## config.mk

```make
export PLATFORM = sky130hd
export DESIGN_NAME = wb_port_arbiter
export DESIGN_NICKNAME = d
export VERILOG_FILES = /design/src/rtl/wb_port_arbiter.sv
export SDC_FILE = /design/constraint.sdc
export NUM_CORES = 1
export LEC_CHECK = 0
export CAP_MARGIN = 10
export CORE_ASPECT_RATIO = 0.75
export CORE_MARGIN = 4
export CORE_UTILIZATION = 40
export DETAILED_ROUTE_END_ITERATION = 6
export PLACE_DENSITY = 0.66
export SLEW_MARGIN = 20
export SYNTH_ARGS = -nofsm -noshare
export SYNTH_HDL_FRONTEND = slang
export SYNTH_SLANG_ARGS = --single-unit
```

## constraint.sdc

```tcl
create_clock -name clk -period 6.8 [get_ports clk]
set_input_delay 2.04 -clock clk [delete_from_list [all_inputs] [get_ports clk]]
set_output_delay 2.04 -clock clk [all_outputs]
set_load 0.05 [all_outputs]
```

## src/rtl/wb_port_arbiter.sv

```systemverilog
// Register-file write-port arbiter: the pipeline write-back competes with a 2-entry FIFO of
// long-latency results. Define WB_ARB_FAIRNESS_EN to enable the starvation guard.
module wb_port_arbiter #(
  parameter int unsigned STARVE_LIMIT = 4
) (
  input  logic        clk,
  input  logic        rst,
  input  logic        wb_en,
  input  logic [4:0]  wb_rd,
  input  logic        wb_mem_to_reg,
  input  logic [31:0] wb_mem_data,
  input  logic [31:0] wb_alu_result,
  input  logic        llu_valid,
  input  logic [4:0]  llu_rd,
  input  logic [31:0] llu_data,
  output logic        llu_ready,
  output logic        wb_stall,
  output logic        rf_we,
  output logic [4:0]  rf_waddr,
  output logic [31:0] rf_wdata,
  output logic [1:0]  fifo_count
);

  typedef enum logic [1:0] {GntNone, GntPipe, GntFifo} grant_e;

  logic [1:0]  count_q;
  logic [4:0]  rd0_q, rd1_q;
  logic [31:0] data0_q, data1_q;
  logic        rf_we_q;
  logic [4:0]  rf_waddr_q;
  logic [31:0] rf_wdata_q;

  grant_e grant;
  logic   fifo_nonempty, enq, pop;

  assign fifo_nonempty = (count_q != 2'd0);
  assign llu_ready     = ~rst & (count_q != 2'd2);
  // Accepted results for x0 are consumed but never stored.
  assign enq           = llu_valid & llu_ready & (llu_rd != 5'd0);
  assign pop           = (grant == GntFifo);

`ifdef WB_ARB_FAIRNESS_EN
  logic [3:0] starve_q;

  assign wb_stall = fifo_nonempty & (starve_q == 4'(STARVE_LIMIT));

  always_ff @(posedge clk or posedge rst) begin
    if (rst) begin
      starve_q <= 4'd0;
    end else if (!fifo_nonempty || pop) begin
      starve_q <= 4'd0;
    end else begin
      starve_q <= starve_q + 4'd1;
    end
  end
`else
  assign wb_stall = 1'b0;
`endif

  always_comb begin
    grant = GntNone;
    if (wb_stall) begin
      grant = GntFifo;
    end else if (wb_en && (wb_rd != 5'd0)) begin
      grant = GntPipe;
    end else if (fifo_nonempty) begin
      grant = GntFifo;
    end
  end

  // Slot 0 is always the head; a pop shifts slot 1 forward so order is preserved.
  always_ff @(posedge clk or posedge rst) begin
    if (rst) begin
      count_q <= 2'd0;
      rd0_q   <= 5'd0;
      rd1_q   <= 5'd0;
      data0_q <= 32'd0;
      data1_q <= 32'd0;
    end else begin
      unique case ({enq, pop})
        2'b10: begin
          if (count_q == 2'd0) begin
            rd0_q   <= llu_rd;
            data0_q <= llu_data;
          end else begin
            rd1_q   <= llu_rd;
            data1_q <= llu_data;
          end
          count_q <= count_q + 2'd1;
        end
        2'b01: begin
          rd0_q   <= rd1_q;
          data0_q <= data1_q;
          count_q <= count_q - 2'd1;
        end
        2'b11: begin
          // Enqueue implies count < 2, and pop implies count > 0, so count is 1 here.
          rd0_q   <= llu_rd;
          data0_q <= llu_data;
        end
        default: ;
      endcase
    end
  end

  always_ff @(posedge clk or posedge rst) begin
    if (rst) begin
      rf_we_q    <= 1'b0;
      rf_waddr_q <= 5'd0;
      rf_wdata_q <= 32'd0;
    end else begin
      rf_we_q <= (grant != GntNone);
      if (grant == GntPipe) begin
        rf_waddr_q <= wb_rd;
        rf_wdata_q <= wb_mem_to_reg ? wb_mem_data : wb_alu_result;
      end else if (grant == GntFifo) begin
        rf_waddr_q <= rd0_q;
        rf_wdata_q <= data0_q;
      end
    end
  end

  assign rf_we      = rf_we_q;
  assign rf_waddr   = rf_waddr_q;
  assign rf_wdata   = rf_wdata_q;
  assign fifo_count = count_q;

endmodule

```

==> impl_metrics.json, run 1 <==
{
  "status": "finished, final reports clean",
  "grt_max_degree": 81,
  "clkSinkCount": 114,
  "rsz0062_at_grt": "false",
  "maxCapViolCount": 0,
  "syn_area_sq_um": 5584,
  "hold_viol": 0,
  "setup_viol": 0,
  "power_leakage_uw": 0.003338,
  "antenna_cells": 0,
  "max_freq_ghz": 0.1769,
  "yosysWarnings": 0,
  "min_path_type": "register to register",
  "synth_fp_nets": 537,
  "multi_input_comb_area_sq_um": 2550,
  "required_ns": 4.76,
  "htreeDepth": 4,
  "ys_ff_latch": 114,
  "ant_nets": 0,
  "use_met2": 0.2842,
  "layout_commonest_cell": "clkdlybuf4s50_1",
  "cp_cell_sequence": "clkdlybuf4s50_1 -> a21oi_1 -> clkdlybuf4s50_1",
  "fin_skew_ns": 0.009423,
  "cp.arrival_ns": 3.61,
  "synth_flop_cell": "dfrtp_1",
  "area_growth_pct": 40.78,
  "start_kind": "input port",
  "post-route-cell-area_sq_um": 7861,
  "tightest_slew_ns": 1.018,
  "dpl.hpwl_um": 9112,
  "start_util": 0.4075,
  "wire_per_inst_um": 18.53,
  "switching_share": 0.3413,
  "drt_iter0_drc": 126,
  "fin_hold_ws_ns": 0.5002,
  "max-slew-margin-rel": 0.3213,
  "grt_pass1_wl_um": 22020,
  "critPathMostFrequentCell": "clkdlybuf4s50_1",
  "syn_avg_cell_area_sq_um": 13.17,
  "drc": 0,
  "first_global_vias": 4140,
  "irDropWorstVdd_mv": 0.3893,
  "p_comb_frac": 0.403,
  "num-fill-cells": 1162,
  "synthTopCellsByArea": "dfrtp_1, mux2_2, mux2_4, mux2i_1, a211oi_1",
  "ff_latch_area_sq_um": 2853,
  "cts-resized-gates": 0,
  "cts_hold_buf": 0,
  "met3_usage": 0.06856,
  "via_count": 3899,
  "finalCoreUtilization": 0.5737,
  "crit_slowest_cell": "clkdlybuf4s50_1",
  "pin_count": 153,
  "slew_violations": 0,
  "clk_pin_slew_ns": 0.05,
  "fp.dieH_um": 110.3,
  "pwr-share-clk": 0.279,
  "cts_tree": "done",
  "gp_congestion": 0.7826,
  "worstSetupPathDepth": 3,
  "rr_worst_depth": 3,
  "yosysTopAreaCellShare": 0.5109,
  "yosysSeqAreaShare": 0.5109,
  "fin_crit_sh": 0.8315,
  "cts_buffers": 17,
  "postSynthCellCount": 424,
  "portBuffers": 151,
  "grt.met1_usage": 0.2374,
  "clk_latency_ns": 0.41,
  "fp.dieW_um": 144.4,
  "overflow": 0,
  "crit_type": "input port to output pin",
  "min_path_cells": 1,
  "fin_tns_setup_ns": 0,
  "power_uw": 3678,
  "synth-edff-count": 0,
  "coreArea_sq_um": 13700,
  "drt-total-wl_um": 13990,
  "yosysTopAreaCell": "dfrtp_1",
  "nNetsFinal": 680,
  "power.internal_uw": 2423,
  "first_pass_iters": 4,
  "final_cell_mix": "clkdlybuf4s50_1, dfrtp_1, mux2_2",
  "die_area_sq_um": 15930,
  "cpPeakStageDelay_ns": 0.84,
  "worst-path-buf-inv": 2,
  "antenna_found_initial": 0,
  "crit_path_end_kind": "output pin",
  "clockBufferDepth": 2,
  "layout-drive-gt1-share": 0.2690,
  "std_cell_rows": 37,
  "fin_crit_ns": 5.654,
  "cts-root-buf": "clkbuf_16",
  "power_density_nw_per_um2": 467.9,
  "post-cts-setup-buffer-count": 0,
  "cp_max_fo": 3,
  "placed_area_sq_um": 7176,
  "power_frac_seq": 0.318,
  "grt.total_usage": 0.1812,
  "viasPerCell": 5.164,
  "crit_family": "buffers and inverters",
  "ys_types": 28,
  "grt_busiest_layer": "met2",
  "switching_power_uw": 1255,
  "async_flop_share": 1.000
}
## synthesized netlist by cell type (3+ instances only)
library cell    n
clkbuf_1       23
and2_1         32
a21oi_1        33
mux2_4         30
inv_1           4
dfrtp_1       114
nand2_1         7
buf_2           3
buf_12          3
a211oi_1       32
mux2i_1        37
mux2_2         81
o21ai_0         5
nor2_1          3
## sequential cells by signal, indices dropped and copies added (netlist names)
signal and count:
data0_q 32, rf_waddr 5, data1_q 32, rd0_q 5
rf_wdata 32, fifo_count 2, rd1_q 5, rf_we 1
## area by class of cell
| cell class | count | area share |
|---|---|---|
| Tap cell | 175 | 0.02785 |
| Sequential cell | 114 | 0.3629 |
| Inverter | 4 | 0.002547 |
| Clock inverter | 13 | 0.02929 |
| Clock buffer | 19 | 0.05762 |
| Multi-Input combinational cell | 275 | 0.3244 |
| Timing Repair Buffer | 155 | 0.1954 |
## power by group through the flow
| stage | Combinational (uW) | Clock, uW | Sequential (uW) |
|---|---|---|---|
| floorplan | 815 | 0 | 1420 |
| global placement | 1470 | 0 | 1150 |
| detailed placement | 1490 | 0 | 1170 |
| CTS | 1500 | 1040 | 1170 |
| global route | 1590 | 1080 | 1210 |
| finish | 1480 | 1030 | 1170 |
## per-stage QoR
step	instances	setup slack, ns
2_1_floorplan	424	1.744
3_3_place_gp	723	1.225
3_5_place_dp	723	1.192
4_1_cts	755	1.178
5_1_grt	755	1.058
6_report	755	1.146
## final timing paths
path,endpoint,from,slack (ns)
setup / recovery,llu_ready,rst,1.15
hold / removal,rd1_q[0],rd1_q[0],0.50
setup reg to reg,rd1_q[1],fifo_count[0],4.15
hold reg to reg,rd1_q[0],rd1_q[0],0.50
max in group asynchronous,data1_q[14],rst,3.65
min in group asynchronous,rf_wdata[3],rst,2.18
## metal layers
metal  part of all wire  wire length (um)  up-vias
met5                  0                 0        -
met4             0.0053                74        0
met3              0.078              1085        6
met2               0.45              6297      141
met1               0.47              6528     1927
li1                   -                 -     1825
## kinds of logic after synthesis
family                   after synthesis  share of synthesized area
AO/OA/AOI/OAI                         72                    0.08335
XOR/XNOR                               3                   0.004706
adder cells (fa/ha/maj)                2                   0.004481
buffers and inverters                 35                    0.03495
flip-flops                           114                     0.5109
multiplexers                         148                     0.3103
other                                  1                  0.0006715
AND/OR/NAND/NOR                       49                    0.05064
Power figures use the tool's default switching activity.
==> run 2: changes to the inputs <==
==> constraint.sdc (replaced) <==
create_clock -name clk -period 5.25 [get_ports clk]
set_input_delay 1.575 -clock clk [delete_from_list [all_inputs] [get_ports clk]]
set_output_delay 1.575 -clock clk [all_outputs]
set_load 0.05 [all_outputs]
==> run 2 against run 1 <==
Effect of this change:
- first-iteration DRC count down 13%
- sequential power up 29%
- critical path type unchanged
- die area unchanged
- wire length down 0.26%
- cell area down 0.37%
- highest routed layer unchanged
- global-route usage about the same
- worst setup slack worse by 0.61 ns
- sequential cell count unchanged
- utilization down 0.21 points
==> impl_metrics.json, run 2 (synthesized netlist as in run 1, its figures left out) <==
{
  "fin_tns_setup_ns": 0,
  "start_util": 0.4075,
  "post-cts-setup-buffer-count": 0,
  "cp_max_fo": 3,
  "dpl.hpwl_um": 9404,
  "cts-resized-gates": 0,
  "hold_viol": 0,
  "pin_count": 153,
  "setup_ws_ns": 0.5318,
  "coreArea_sq_um": 13700,
  "required_ns": 3.68,
  "max_freq_ghz": 0.2119,
  "rsz0062_at_grt": "false",
  "fp.dieW_um": 144.4,
  "fin_hold_ws_ns": 0.4979,
  "grt.total_usage": 0.1809,
  "overflow": 0,
  "antenna_found_initial": 0,
  "slew_violations": 0,
  "cts_buffers": 17,
  "std_cell_rows": 37,
  "fin_crit_sh": 0.8987,
  "cts_hold_buf": 0,
  "finalCoreUtilization": 0.5716,
  "fin_crit_ns": 4.718,
  "clkSinkCount": 114,
  "area_growth_pct": 40.26,
  "drt-total-wl_um": 13950,
  "clk_latency_ns": 0.40,
  "placed_area_sq_um": 7238,
  "ant_nets": 0,
  "crit_type": "input port to output pin",
  "final_cell_mix": "clkdlybuf4s50_1, dfrtp_1, mux2_2",
  "antenna_cells": 0,
  "fp.dieH_um": 110.3,
  "setup_viol": 0,
  "clk_pin_slew_ns": 0.05,
  "cts-root-buf": "clkbuf_16",
  "power_density_nw_per_um2": 586.3,
  "max-slew-margin-rel": 0.2702,
  "nNetsFinal": 685,
  "drt_iter0_drc": 110,
  "portBuffers": 151,
  "power_leakage_uw": 0.003315,
  "fin_skew_ns": 0.005904,
  "start_kind": "input port",
  "tightest_slew_ns": 1.095,
  "cts_tree": "done",
  "first_pass_iters": 4,
  "first_global_vias": 4209,
  "grt_pass1_wl_um": 22020,
  "layout_commonest_cell": "clkdlybuf4s50_1",
  "layout-drive-gt1-share": 0.2718,
  "grt_max_degree": 71,
  "status": "finished, final reports clean",
  "htreeDepth": 4,
  "die_area_sq_um": 15930,
  "wire_per_inst_um": 18.36,
  "dp_slack_ns": 0.5458,
  "post-route-cell-area_sq_um": 7833,
  "viasPerCell": 5.150,
  "irDropWorstVdd_mv": 0.2832,
  "cp.arrival_ns": 3.14,
  "maxCapViolCount": 0,
  "clockBufferDepth": 2,
  "crit_path_end_kind": "output pin",
  "gp_congestion": 0.7659,
  "via_count": 3914,
  "min_path_type": "register to register",
  "drc": 0
}
run 2: changes by cell type in the layout (fill, tap and decap cells not counted):
cell,change
buf_4,+3
clkinvlp_4,+4
inv_6,-1
clkinv_4,-1
clkbuf_8,-2
buf_12,+2
clkbuf_1,+2
bufinv_16,-3
inv_4,+1
run 2: worst paths after layout:
kind / from / end / slack, ns / cells after the start
min in group asynchronous: rst / data0_q[0] / 1.78 / 2
worst max register to register: fifo_count[0] / data1_q[10] / 2.84 / 4
max in group asynchronous: rst / data0_q[10] / 2.49 / 4
worst min register to register: rd1_q[0] / rd1_q[0] / 0.50 / 1
worst min-delay path: rd1_q[0] / rd1_q[0] / 0.50 / 1
worst max-delay path: rst / llu_ready / 0.53 / 3
run 2: final cells by class:
class	count	area, sq um
clock inverter	13	161.4
timing repair buffer	160	1599
fill	1148	5871
sequential	114	2853
multi-input combinational	275	2550
clock buffer	19	432.9
inverter	4	17.52
tap	175	219.0
run 2: critical path, stage by stage:
cell and delay, ns:
clkdlybuf4s50_1 0.49, a21oi_1 0.23, clkdlybuf4s50_1 0.85
run 2: report_power, final:
part,leakage [uW],internal (uW),switching (uW)
clock network,0.000268,744,407
registers,0.00135,1290,221
logic,0.00170,950,984
total,0.00331,2980,1610
run 2: metrics by stage:
step           cells  total power (uW)
6_report         760              4592
5_1_grt          760              4844
4_1_cts          760              4641
3_5_place_dp     728              3464
3_3_place_gp     728              3413
2_1_floorplan    424              2895
run 2: metal layers:
| layer | up-vias | GRT usage | share of wire |
|---|---|---|---|
| met5 | - | 0 | 0 |
| met4 | 0 | 0.04394 | 0.0084 |
| met3 | 12 | 0.06210 | 0.069 |
| met2 | 127 | 0.2733 | 0.45 |
| met1 | 1944 | 0.2519 | 0.48 |
| li1 | 1831 | - | - |
